`src/rtl/note_keyboard.sv`:
```
// Debounced 8-note keyboard with octave select; drives note frequency in Hz.
// Optional NOTE_LATCH_EN: freq holds the last note after all keys release.
module note_keyboard #(
    parameter int DEBOUNCE_CYCLES = 1000000,
    parameter int CNT_W           = 20
) (
    input  logic        clk,
    input  logic        rst_n,
    input  logic [7:0]  note_btn,
    input  logic        oct_up,
    input  logic        oct_dn,
    output logic [11:0] freq,
    output logic        note_on,
    output logic        octave
);

    localparam int NIN = 10;
    localparam int UP  = 8;
    localparam int DN  = 9;
    localparam logic [CNT_W-1:0] CNT_MAX = CNT_W'(DEBOUNCE_CYCLES - 1);

    logic [NIN-1:0] raw;
    logic [NIN-1:0] sync1;
    logic [NIN-1:0] sync2;
    logic [NIN-1:0] stable;
    logic [NIN-1:0] stable_nxt;
    logic [CNT_W-1:0] cnt [NIN];

    logic       up_rise;
    logic       dn_rise;
    logic       any_note;
    logic [2:0] sel;
    logic [11:0] tone;

    assign raw = {oct_dn, oct_up, note_btn};

    always_ff @(posedge clk or negedge rst_n) begin
        if (!rst_n) begin
            sync1 <= '0;
            sync2 <= '0;
        end else begin
            sync1 <= raw;
            sync2 <= sync1;
        end
    end

    always_comb begin
        stable_nxt = stable;
        for (int i = 0; i < NIN; i++) begin
            if (sync2[i] != stable[i] && cnt[i] == CNT_MAX)
                stable_nxt[i] = ~stable[i];
        end
    end

    // Any cycle of agreement clears the run, so short glitches never flip.
    always_ff @(posedge clk or negedge rst_n) begin
        if (!rst_n) begin
            stable <= '0;
            for (int i = 0; i < NIN; i++)
                cnt[i] <= '0;
        end else begin
            stable <= stable_nxt;
            for (int i = 0; i < NIN; i++) begin
                if (sync2[i] == stable[i] || cnt[i] == CNT_MAX)
                    cnt[i] <= '0;
                else
                    cnt[i] <= cnt[i] + 1'b1;
            end
        end
    end

    assign up_rise = stable_nxt[UP] & ~stable[UP];
    assign dn_rise = stable_nxt[DN] & ~stable[DN];

    always_ff @(posedge clk or negedge rst_n) begin
        if (!rst_n)
            octave <= 1'b1;
        else if (up_rise && !dn_rise)
            octave <= 1'b1;
        else if (dn_rise && !up_rise)
            octave <= 1'b0;
    end

    always_comb begin
        sel      = 3'd0;
        any_note = |stable[7:0];
        for (int i = 7; i >= 0; i--) begin
            if (stable[i])
                sel = 3'(i);
        end
    end

    always_comb begin
        tone = 12'd0;
        case ({octave, sel})
            4'b0_000: tone = 12'd131;
            4'b0_001: tone = 12'd147;
            4'b0_010: tone = 12'd165;
            4'b0_011: tone = 12'd175;
            4'b0_100: tone = 12'd196;
            4'b0_101: tone = 12'd220;
            4'b0_110: tone = 12'd247;
            4'b0_111: tone = 12'd262;
            4'b1_000: tone = 12'd262;
            4'b1_001: tone = 12'd294;
            4'b1_010: tone = 12'd330;
            4'b1_011: tone = 12'd349;
            4'b1_100: tone = 12'd392;
            4'b1_101: tone = 12'd440;
            4'b1_110: tone = 12'd494;
            4'b1_111: tone = 12'd523;
            default:  tone = 12'd0;
        endcase
    end

    always_ff @(posedge clk or negedge rst_n) begin
        if (!rst_n) begin
            freq    <= 12'd0;
            note_on <= 1'b0;
        end else if (any_note) begin
            freq    <= tone;
            note_on <= 1'b1;
        end else begin
            note_on <= 1'b0;
`ifdef NOTE_LATCH_EN
            freq    <= freq;
`else
            freq    <= 12'd0;
`endif
        end
    end

endmodule
```
`config.mk`:
```
export PLATFORM = sky130hd
export DESIGN_NAME = note_keyboard
export DESIGN_NICKNAME = d
export VERILOG_FILES = /design/src/rtl/note_keyboard.sv
export SDC_FILE = /design/constraint.sdc
export NUM_CORES = 1
export LEC_CHECK = 0
export ABC_AREA = 1
export BUFFER_PORTS_ARGS = -buffer_cell sky130_fd_sc_hd__clkbuf_2
export CELL_PAD_IN_SITES_DETAIL_PLACEMENT = 1
export CELL_PAD_IN_SITES_GLOBAL_PLACEMENT = 1
export CORE_ASPECT_RATIO = 0.9
export CORE_MARGIN = 5
export CORE_UTILIZATION = 50
export DETAILED_ROUTE_END_ITERATION = 6
export PLACE_DENSITY_LB_ADDON = 0.1
export SLEW_MARGIN = 20
export SYNTH_ARGS = -nofsm -noshare
export SYNTH_HDL_FRONTEND = slang
export SYNTH_SLANG_ARGS = --single-unit
```
`constraint.sdc`:
```
create_clock -name clk -period 2.45 [get_ports clk]
set_input_delay 0.245 -clock clk [delete_from_list [all_inputs] [get_ports clk]]
set_output_delay 0.245 -clock clk [all_outputs]
set_load 0.01 [all_outputs]
```
==> results of run 1 <==
worst register-to-register path, delay by kind of cell (launching register included):
| kind | cells | cell delay, ps |
|---|---|---|
| AND/OR/NAND/NOR | 5 | 890 |
| flip-flops | 1 | 420 |
| buffers and inverters | 1 | 270 |
| adder cells (fa/ha/maj) | 1 | 210 |
routing by layer:
metal	routed length [µm]	track usage, %
met1	15400	30.3
met4	494	3.85
met3	841	2.72
met2	15100	38.8
met5	0	0
layout make-up:
type	instances	area, µm²
clock inverters	10	131
flip-flops and latches	242	6060
clock buffers	35	746
inverters	155	582
multi-input cells	1294	6360
well taps	348	435
fillers	3266	11300
repair buffers	47	370
cell usage after synthesis:
| master | n | area share, % |
|---|---|---|
| nand4_2 | 1 | 0.095 |
| nand2_4 | 1 | 0.085 |
| o21ai_0 | 3 | 0.11 |
| a21oi_1 | 4 | 0.15 |
| and2_1 | 15 | 0.71 |
| conb_1 | 1 | 0.028 |
| o21ai_1 | 1 | 0.038 |
| o22ai_1 | 1 | 0.048 |
| nor2_2 | 19 | 0.90 |
| nand3_1 | 97 | 3.7 |
| nand3_2 | 6 | 0.46 |
| dfstp_2 | 1 | 0.20 |
| nand2_1 | 416 | 12 |
| nor2_1 | 455 | 13 |
| nand2_2 | 11 | 0.52 |
| ha_1 | 16 | 1.5 |
| inv_2 | 3 | 0.085 |
| nor2_4 | 9 | 0.77 |
| o21bai_1 | 12 | 0.68 |
| and3_1 | 1 | 0.048 |
| buf_4 | 16 | 0.91 |
| nor3_2 | 4 | 0.30 |
| nand3_4 | 1 | 0.13 |
| xnor2_1 | 48 | 3.2 |
| inv_1 | 151 | 4.3 |
| dfrtp_1 | 241 | 46 |
| a22oi_1 | 1 | 0.057 |
| buf_2 | 3 | 0.11 |
| nor3_4 | 2 | 0.25 |
| xor2_1 | 96 | 6.4 |
| clkinv_1 | 1 | 0.028 |
| nor3_1 | 15 | 0.57 |
| o211ai_1 | 1 | 0.057 |
| nand4_1 | 56 | 2.7 |
| buf_6 | 4 | 0.34 |
power groups by stage:
stage                     registers [mW]  clock network, mW  logic, mW
after floorplan                     4.17                  0      0.142
after global placement              4.18                  0      0.259
after detailed placement            4.19                  0      0.271
after CTS                           4.11               4.15      0.288
after global routing                4.12               4.36      0.321
final                               4.11               4.03      0.275
flip-flops by register name, indices dropped and copies added (netlist names):
register  flops
cnt         200
freq         10
stable       10
sync1        10
sync2        10
note_on       1
octave        1
stage by stage:
| step | area [µm²] | total power, mW |
|---|---|---|
| floorplan | 13200 | 4.31 |
| global placement | 13700 | 4.44 |
| detailed placement | 13700 | 4.46 |
| CTS | 14700 | 8.55 |
| global route | 14700 | 8.80 |
| finish | 14700 | 8.42 |
worst max path at each step:
stage,slack [ps],startpoint,cells past startpoint,end
floorplan,920,stable[6],12,freq[5]
global placement,670,cnt[120],7,cnt[130]
detailed placement,560,cnt[80],7,cnt[80]
CTS,530,cnt[120],7,cnt[120]
global route,400,cnt[120],7,cnt[120]
finish,540,cnt[120],7,cnt[128]
repair_timing:
action,in CTS,in global routing
hold buffers,11,0
setup buffers,0,0
hold endpoints to repair,66,0
gates resized for setup,0,0
kinds of logic after synthesis:
family	Yosys count
other	1
adders and majority gates	16
AOI/OAI and AO/OA	23
buffers and inverters	178
and+or+nand+nor	1109
DFF	242
xor gates and xnor gates	144
==> run metrics, run 1 <==
unrepaired setup endpoints after global routing false; crit share post-route 77.9%; Site Rows 56; required time worst endpoint 2870 ps; layout cells sized above 1 7.57%; Skew-Pair Late Insertion Delay 540 ps; Placed Cells 2075; highest-count cells in the layout ignoring fill and taps 455 x nor2_1, 416 x nand2_1, 241 x dfrtp_1, 151 x inv_1, 97 x nand3_1; Worst Skew 7.25 ps; CP delay by family, top simple AND/OR/NAND/NOR gates; R2R Path End cnt[128]; initial drt markers 559; CTS Buf Count 27; Total GRT Usage 22.2%; min Tclk post-route 1910 ps; Final nets 1795; IO Pins 26; Area growth, synth to finish 11.4%; final-report max-slew violation count 0; Finished Layout Cells 2131; drt total wl 31800 µm; Syn Inst Count 1713; Antenna Diode Count 0; Synth Area in Adders 1.52%; Final Hold Fails 0; worst hold margin 252 ps; Min-Delay Path Class in -> async; post-synthesis xor/xnor area fraction 9.57%; antenna-violating nets left 0; crit-path max FO 11; GR Overflow Total 0; Setup crit end kind flip-flop; CP max-delay cell dfrtp_1; pwr dens 573 nW/µm²; worst r2r path cells 7; post-synthesis mux area share 0%; pin count of the biggest net entering global routing 70; total number of vias 10.9k; Buf/Inv on CP 1; setup TNS 0 ps; Switching Fraction 21.8%; Clock Path Buffers 3; Max-Cap Viols 0; final setup margin 541 ps; Via density 5.10; IO buf count 23; Yosys cell types 35; Comb pwr share 3.3%; complex-gate fraction of the synthesized area 1.15%; DP Wirelength 23400 µm; initial antenna violation count 1; first-pass GRT wire length 56100 µm; outcome completed; Worst Path Arrival 2330 ps; # clock sinks 242; register area share after synthesis 46.0%; Switch Pwr 1.84 mW; r2r setup slk 540 ps; cell breakdown of the critical path ha_1, nand2_1, nor2_2, nand3_1, nand2_1, buf_4, nor2_1; R2R Path Start cnt[120]; CTS tree done; worst slack, placed 559 ps; Clock transition at path regs 60 ps; total core area 26000 µm²; Total Die Area 29700 µm²; VDD IR max 0.456 mV; max frequency 0.524 GHz; effective utilization at floorplan 50.7%; CTS H-tree lvls 1; startpoint types flip-flop; post-synthesis simple-gate area fraction 36.0%; vias in the first global route 11.7k; largest family of logic cells by synthesized area simple AND/OR/NAND/NOR gates; Syn. warnings 0; Worst path most repeated cell nand2_1; CP max stage delay 420 ps; most common cell after layout, fill and taps aside nor2_1; #FFs+latches synth 242; critical path class reg -> reg; Mean Syn Cell Area 7.69 µm²; Residual DRC 0; TritonRoute pass-1 iters 6; Leak 6.09 nW; Pint 6.58 mW; Flop pwr share 48.8%; GPL Wtd Cong 0.851; chip width 181 µm; Cell Area, Synth 13200 µm²; final core occ 56.5%; Die Y-Extent 164 µm; Clk network pwr share 47.9%; clk root buf clkbuf_16; Setup-failing EPs final 0; wire per inst 14.9 µm
(Power assumes the default switching activity.)
==> run 2: changes to the inputs <==
--- a/config.mk
+++ b/config.mk
@@ -5,7 +5,7 @@
 export SDC_FILE = /design/constraint.sdc
 export NUM_CORES = 1
 export LEC_CHECK = 0
-export ABC_AREA = 1
+export ABC_AREA = 0
 export BUFFER_PORTS_ARGS = -buffer_cell sky130_fd_sc_hd__clkbuf_2
 export CELL_PAD_IN_SITES_DETAIL_PLACEMENT = 1
 export CELL_PAD_IN_SITES_GLOBAL_PLACEMENT = 1
==> constraint.sdc (replaced) <==
create_clock -name clk -period 1.98 [get_ports clk]
set_input_delay 0.198 -clock clk [delete_from_list [all_inputs] [get_ports clk]]
set_output_delay 0.198 -clock clk [all_outputs]
set_load 0.01 [all_outputs]
==> run 2 against run 1 <==
The flow now finishes with violations (setup timing); synthesized cell count down 30%; worst setup slack worse by 1000 ps; sequential power up 24%; highest routed layer unchanged.
==> run metrics, run 2 <==
Synth top cells by count 241 x dfrtp_1, 172 x nor2_1, 72 x nand2_1; Switch Pwr 2.37 mW; Top reg by flops cnt; Die Y-Extent 155 µm; Mean Syn Cell Area 9.80 µm²; Leak 6.08 nW; CTS Buf Count 26; total number of vias 9674; required time worst endpoint 2440 ps; Final nets 1390; crit-path max FO 2; pwr dens 705 nW/µm²; share of the synthesized area in the top cell type 51.6%; final setup margin -459 ps; Switching Fraction 22.6%; clk root buf clkbuf_16; Comb pwr share 4.7%; effective utilization at floorplan 50.4%; Setup crit end kind flip-flop; fill count 2522; Antenna Diode Count 0; CP max-delay cell or4_4; most common cell after layout, fill and taps aside dfrtp_1; Slew Limit Headroom 61.3%; startpoint types flip-flop; Total GRT Usage 23.1%; total core area 23200 µm²; # clock sinks 242; Placed Cells 1606; worst hold margin 233 ps; IO Pins 26; Pint 8.12 mW; first-pass GRT wire length 51700 µm; crit share post-route 123%; TritonRoute pass-1 iters 7; post-synthesis xor/xnor area fraction 9.81%; initial drt markers 490; CP max stage delay 570 ps; initial antenna violation count 0; GR Overflow Total 0; failing checks setup timing; CTS H-tree lvls 1; final core occ 64.0%; Largest register FFs 200; antenna-violating nets left 0; critical path startpoint cnt[10]; number of synthesized flops with an enable pin 0; Max-Cap Viols 0; min Tclk post-route 2440 ps; Worst Path Arrival 2900 ps; post-synthesis mux area share 1.15%; worst slack, placed -409 ps; Worst Skew 8.85 ps; outcome finished with violations; Min-Delay Path Class in -> async; Area growth, synth to finish 27.1%; most frequent cell after synthesis dfrtp_1; Yosys cell types 59; Skew-Pair Late Insertion Delay 520 ps; Flop pwr share 48.5%; layout cells sized above 1 25.1%; wire per inst 19.0 µm; Design Power 10.5 mW; cell breakdown of the critical path or4b_1, or4_4, nor2_4, nand3b_1, ha_1, mux2_2; highest-count cells in the layout ignoring fill and taps 238 x dfrtp_1, 120 x nor2_1, 119 x buf_4, 71 x nand2_1, 70 x xnor2_1; CTS tree done; Clock Path Buffers 3; Syn Inst Count 1193; ys async rst share 100%; largest family of logic cells by synthesized area simple AND/OR/NAND/NOR gates; unrepaired setup endpoints after global routing true; final-report max-slew violation count 0; post-synthesis simple-gate area fraction 25.3%; #FFs+latches synth 242; critical path class reg -> reg; pin count of the biggest net entering global routing 71; R2R Path Start cnt[10]; Final Hold Fails 0; Residual DRC 0; Clk network pwr share 46.9%; Setup-failing EPs final 106; Cell Area, Synth 11700 µm²; DP Wirelength 19700 µm; drt total wl 32000 µm; Finished Layout Cells 1683; vias in the first global route 10.4k; Top FF cell, synth dfrtp_1; slew of the pin with the lowest slew margin 581 ps; CP delay by family, top simple AND/OR/NAND/NOR gates; Syn. warnings 0; register area share after synthesis 51.8%; IO buf count 23; ranking of synthesized cells by area dfrtp_1 52%, nor2_1 5.5%, xnor2_1 5.2%; Buf/Inv on CP 0; Total Die Area 26500 µm²; Via density 5.75; area leader, netlist dfrtp_1; Site Rows 53; max frequency 0.410 GHz; VDD IR max 0.671 mV; chip width 171 µm; Clock transition at path regs 70 ps; complex-gate fraction of the synthesized area 7.58%; GPL Wtd Cong 0.791; Synth Area in Adders 1.71%
[run 2: worst register-to-register path: stages (launching register included)]
cell and delay (ps):
dfrtp_1 400, or4b_1 560, or4_4 570, nor2_4 120, nand3b_1 100, ha_1 290
mux2_2 330
[run 2: stage by stage]
step | area [µm²] | TNS, ps
3_3_place_gp | 13100 | -3490
4_1_cts | 14400 | -7180
5_1_grt | 14900 | -22540
2_1_floorplan | 11700 | -438
6_report | 14900 | -17820
3_5_place_dp | 13100 | -7370
[run 2: cells by family (layout without fill, tap and decap cells)]
group | Yosys count | after routing
compound gates | 154 | 154
xor+xnor | 131 | 131
fa+ha+maj | 16 | 16
buf+inv | 75 | 262
flops | 242 | 242
mux | 12 | 12
other cells | 1 | 2
simple gates | 562 | 562
[run 2: timing repair]
item,4_1_cts,5_1_grt
endpoints found under the setup margin,107,151
setup buffers,5,7
resized for setup,89,94
pin swaps,30,23
endpoints found under the hold margin,72,0
gates cloned,6,1
hold buffers,11,0
[run 2: area by class of cell]
| class | count | area, µm² | area share [%] |
|---|---|---|---|
| Tap cell | 302 | 378 | 2.54 |
| Inverter | 35 | 131 | 0.884 |
| Clock buffer | 40 | 805 | 5.41 |
| Multi-Input combinational cell | 877 | 5920 | 39.8 |
| Clock inverter | 7 | 62.6 | 0.421 |
| Timing Repair Buffer | 180 | 1500 | 10.1 |
| Sequential cell | 242 | 6060 | 40.8 |
[run 2: power groups by stage]
stage	Clock [mW]	Sequential (mW)	Combinational, mW
final	4.91	5.08	0.489
after global routing	5.26	5.08	0.544
after CTS	5.00	5.08	0.452
after detailed placement	0	5.16	0.376
after global placement	0	5.16	0.364
after floorplan	0	5.15	0.156
[run 2: path summary, 6_finish.rpt]
kind / end / slack [ps] / depth (start not counted)
worst max-delay path: octave / -460 / 6
worst min-delay path: cnt[112] / 230 / 2
worst max register to register: octave / -460 / 6
worst min register to register: sync2[1] / 350 / 0
max in group asynchronous: octave / 1070 / 3
min in group clk: sync1[6] / 320 / 2
[run 2: metal layers]
layer / up-vias / share of wire, % / track usage [%]
met4: 0 / 2.2 / 5.66
met3: 55 / 2.8 / 3.02
met5: - / 0 / 0.189
met2: 145 / 50 / 40.0
met1: 4921 / 45 / 31.1
li1: 4553 / - / -
==> run 3: changes to the inputs <==
--- a/config.mk
+++ b/config.mk
@@ -7,6 +7,7 @@
 export LEC_CHECK = 0
 export ABC_AREA = 0
 export BUFFER_PORTS_ARGS = -buffer_cell sky130_fd_sc_hd__clkbuf_2
+export CAP_MARGIN = 30
 export CELL_PAD_IN_SITES_DETAIL_PLACEMENT = 1
 export CELL_PAD_IN_SITES_GLOBAL_PLACEMENT = 1
 export CORE_ASPECT_RATIO = 0.9
@@ -14,6 +15,7 @@
 export CORE_UTILIZATION = 50
 export DETAILED_ROUTE_END_ITERATION = 6
 export PLACE_DENSITY_LB_ADDON = 0.1
+export RECOVER_POWER = 100
 export SLEW_MARGIN = 20
 export SYNTH_ARGS = -nofsm -noshare
 export SYNTH_HDL_FRONTEND = slang
==> run 3 against run 2 <==
The run still ends with setup timing left; maximum frequency decreased by 0.21%; sequential share of layout area increased by 0.39 points; register-to-register slack about the same; clock power about the same; die area unchanged; global-route usage unchanged; sequential cell count unchanged; cell area decreased by 0.96%; via count increased by 0.34%; largest cell class unchanged; highest routed layer unchanged; sequential power about the same.
==> run metrics, run 3 (synthesized netlist as in run 2, its figures left out) <==
most common cell after layout, fill and taps aside dfrtp_1; Area growth, synth to finish 25.9%; layout cells sized above 1 23.4%; Site Rows 53; GPL Wtd Cong 0.791; GR Overflow Total 0; Setup crit end octave; Total GRT Usage 23.1%; crit-path max FO 2; final-report max-slew violation count 0; Slew Limit Headroom 36.2%; pin count of the biggest net entering global routing 71; min Tclk post-route 2440 ps; Top reg by flops cnt; Via density 5.77; Placed Cells 1606; IO buf count 23; failing checks setup timing; clk root buf clkbuf_16; VDD IR max 0.669 mV; slew of the pin with the lowest slew margin 957 ps; required time worst endpoint 2430 ps; Finished Layout Cells 1683; chip width 171 µm; CTS Buf Count 26; Skew-Pair Late Insertion Delay 530 ps; Total Die Area 26500 µm²; critical path class reg -> reg; pwr dens 711 nW/µm²; total core area 23200 µm²; final setup margin -464 ps; # clock sinks 242; outcome finished with violations; routing usage on met2 40.0%; TritonRoute pass-1 iters 5; highest-count cells in the layout ignoring fill and taps 239 x dfrtp_1, 120 x nor2_1, 110 x buf_4, 71 x nand2_1, 70 x xnor2_1; effective utilization at floorplan 50.4%; startpoint types flip-flop; Final Hold Fails 0; Final nets 1390; DP Wirelength 19700 µm; Antenna Diode Count 0; cell breakdown of the critical path or4b_1, or4_4, nor2_4, nand3b_1, ha_1, mux2_2; initial antenna violation count 0; r2r setup slk -460 ps; critical path startpoint cnt[10]; Clock transition at path regs 60 ps; vias in the first global route 10.4k; IO Pins 26; unrepaired setup endpoints after global routing true; fin area 14700 µm²; antenna-violating nets left 0; Setup-failing EPs final 108; Design Power 10.5 mW; routing usage on met3 3.02%; R2R Path End octave; CP max-delay cell or4_4; total number of vias 9707; Worst Skew 9.42 ps; CP max stage delay 570 ps; max frequency 0.409 GHz; Min-Delay Path Class in -> reg; Max-Cap Viols 0; Clock Path Buffers 3; Worst Path Arrival 2900 ps; Placed Area 13100 µm²; Leak 6.00 nW; Setup crit end kind flip-flop; crit share post-route 123%; Die Y-Extent 155 µm; wire per inst 19.0 µm; final core occ 63.4%; Residual DRC 0; drt total wl 32100 µm; CTS tree done; worst hold margin 319 ps; initial drt markers 514; first-pass GRT wire length 51700 µm; GRT met1 Usage 31.1%; Largest register FFs 200; worst r2r path cells 6; grt peak-use layer met2; R2R Path Start cnt[10]; CTS H-tree lvls 1
run 3: changes by cell type in the layout (fill, tap and decap cells not counted), moves of 2 or more:
cell | previous run | this run
ha_2 | 3 | 1
and2_0 | 0 | 2
and2_1 | 12 | 10
buf_4 | 119 | 110
ha_1 | 12 | 14
clkbuf_1 | 5 | 22
buf_12 | 5 | 0
clkbuf_2 | 22 | 15
clkbuf_4 | 0 | 5
run 3: worst max-delay path: cells and delay by family (launching register included):
family                     cells  cell delay (ps)
and+or+nand+nor                4             1340
muxes                          1              330
adders and majority gates      1              290
DFF                            1              410
run 3: cell type report:
| cell class | count | area (µm²) |
|---|---|---|
| clock buffer | 40 | 805 |
| timing repair buffer | 180 | 1390 |
| fill | 2539 | 8490 |
| clock inverter | 7 | 62.6 |
| sequential | 242 | 6060 |
| multi-input combinational | 877 | 5890 |
| inverter | 35 | 131 |
| tap | 302 | 378 |
run 3: per-stage QoR:
step | setup TNS, ps | setup slack (ps)
after floorplan | -438 | -326
after global placement | -3490 | -339
after detailed placement | -7370 | -409
after CTS | -7180 | -357
after global routing | -23760 | -510
final | -17910 | -464
run 3: what timing repair did:
item | CTS | global route
setup endpoints to repair | 107 | 151
hold buffers | 11 | 0
gates resized for setup | 89 | 94
endpoints found under the hold margin | 72 | 0
cloned | 6 | 1
buffers inserted | 5 | 7
pin swaps | 30 | 23
run 3: how the worst min path moves through the flow:
stage | slack (ps) | startpoint | cells after the start | endpoint
after floorplan | -100 | rst_n | 0 | cnt[0]
after detailed placement | 210 | rst_n | 1 | cnt[105]
after CTS | 250 | rst_n | 2 | cnt[105]
final | 320 | note_btn[6] | 2 | sync1[6]
after global placement | 210 | rst_n | 1 | cnt[104]
after global routing | 310 | note_btn[2] | 2 | sync1[2]
run 3: per-layer routing:
metal  up-vias  wire (µm)
met4         0        716
met2       168      16100
met3        56        938
li1       4550          -
met1      4933      14300
met5         -          0
run 3: power breakdown:
group / leakage (nW) / total [mW] / switching (mW) / internal, mW
Combinational: 2.26 / 0.460 / 0.298 / 0.162
Sequential: 3.30 / 5.08 / 0.0638 / 5.02
Clock: 0.430 / 4.92 / 2.01 / 2.91
Total: 6.00 / 10.5 / 2.37 / 8.09
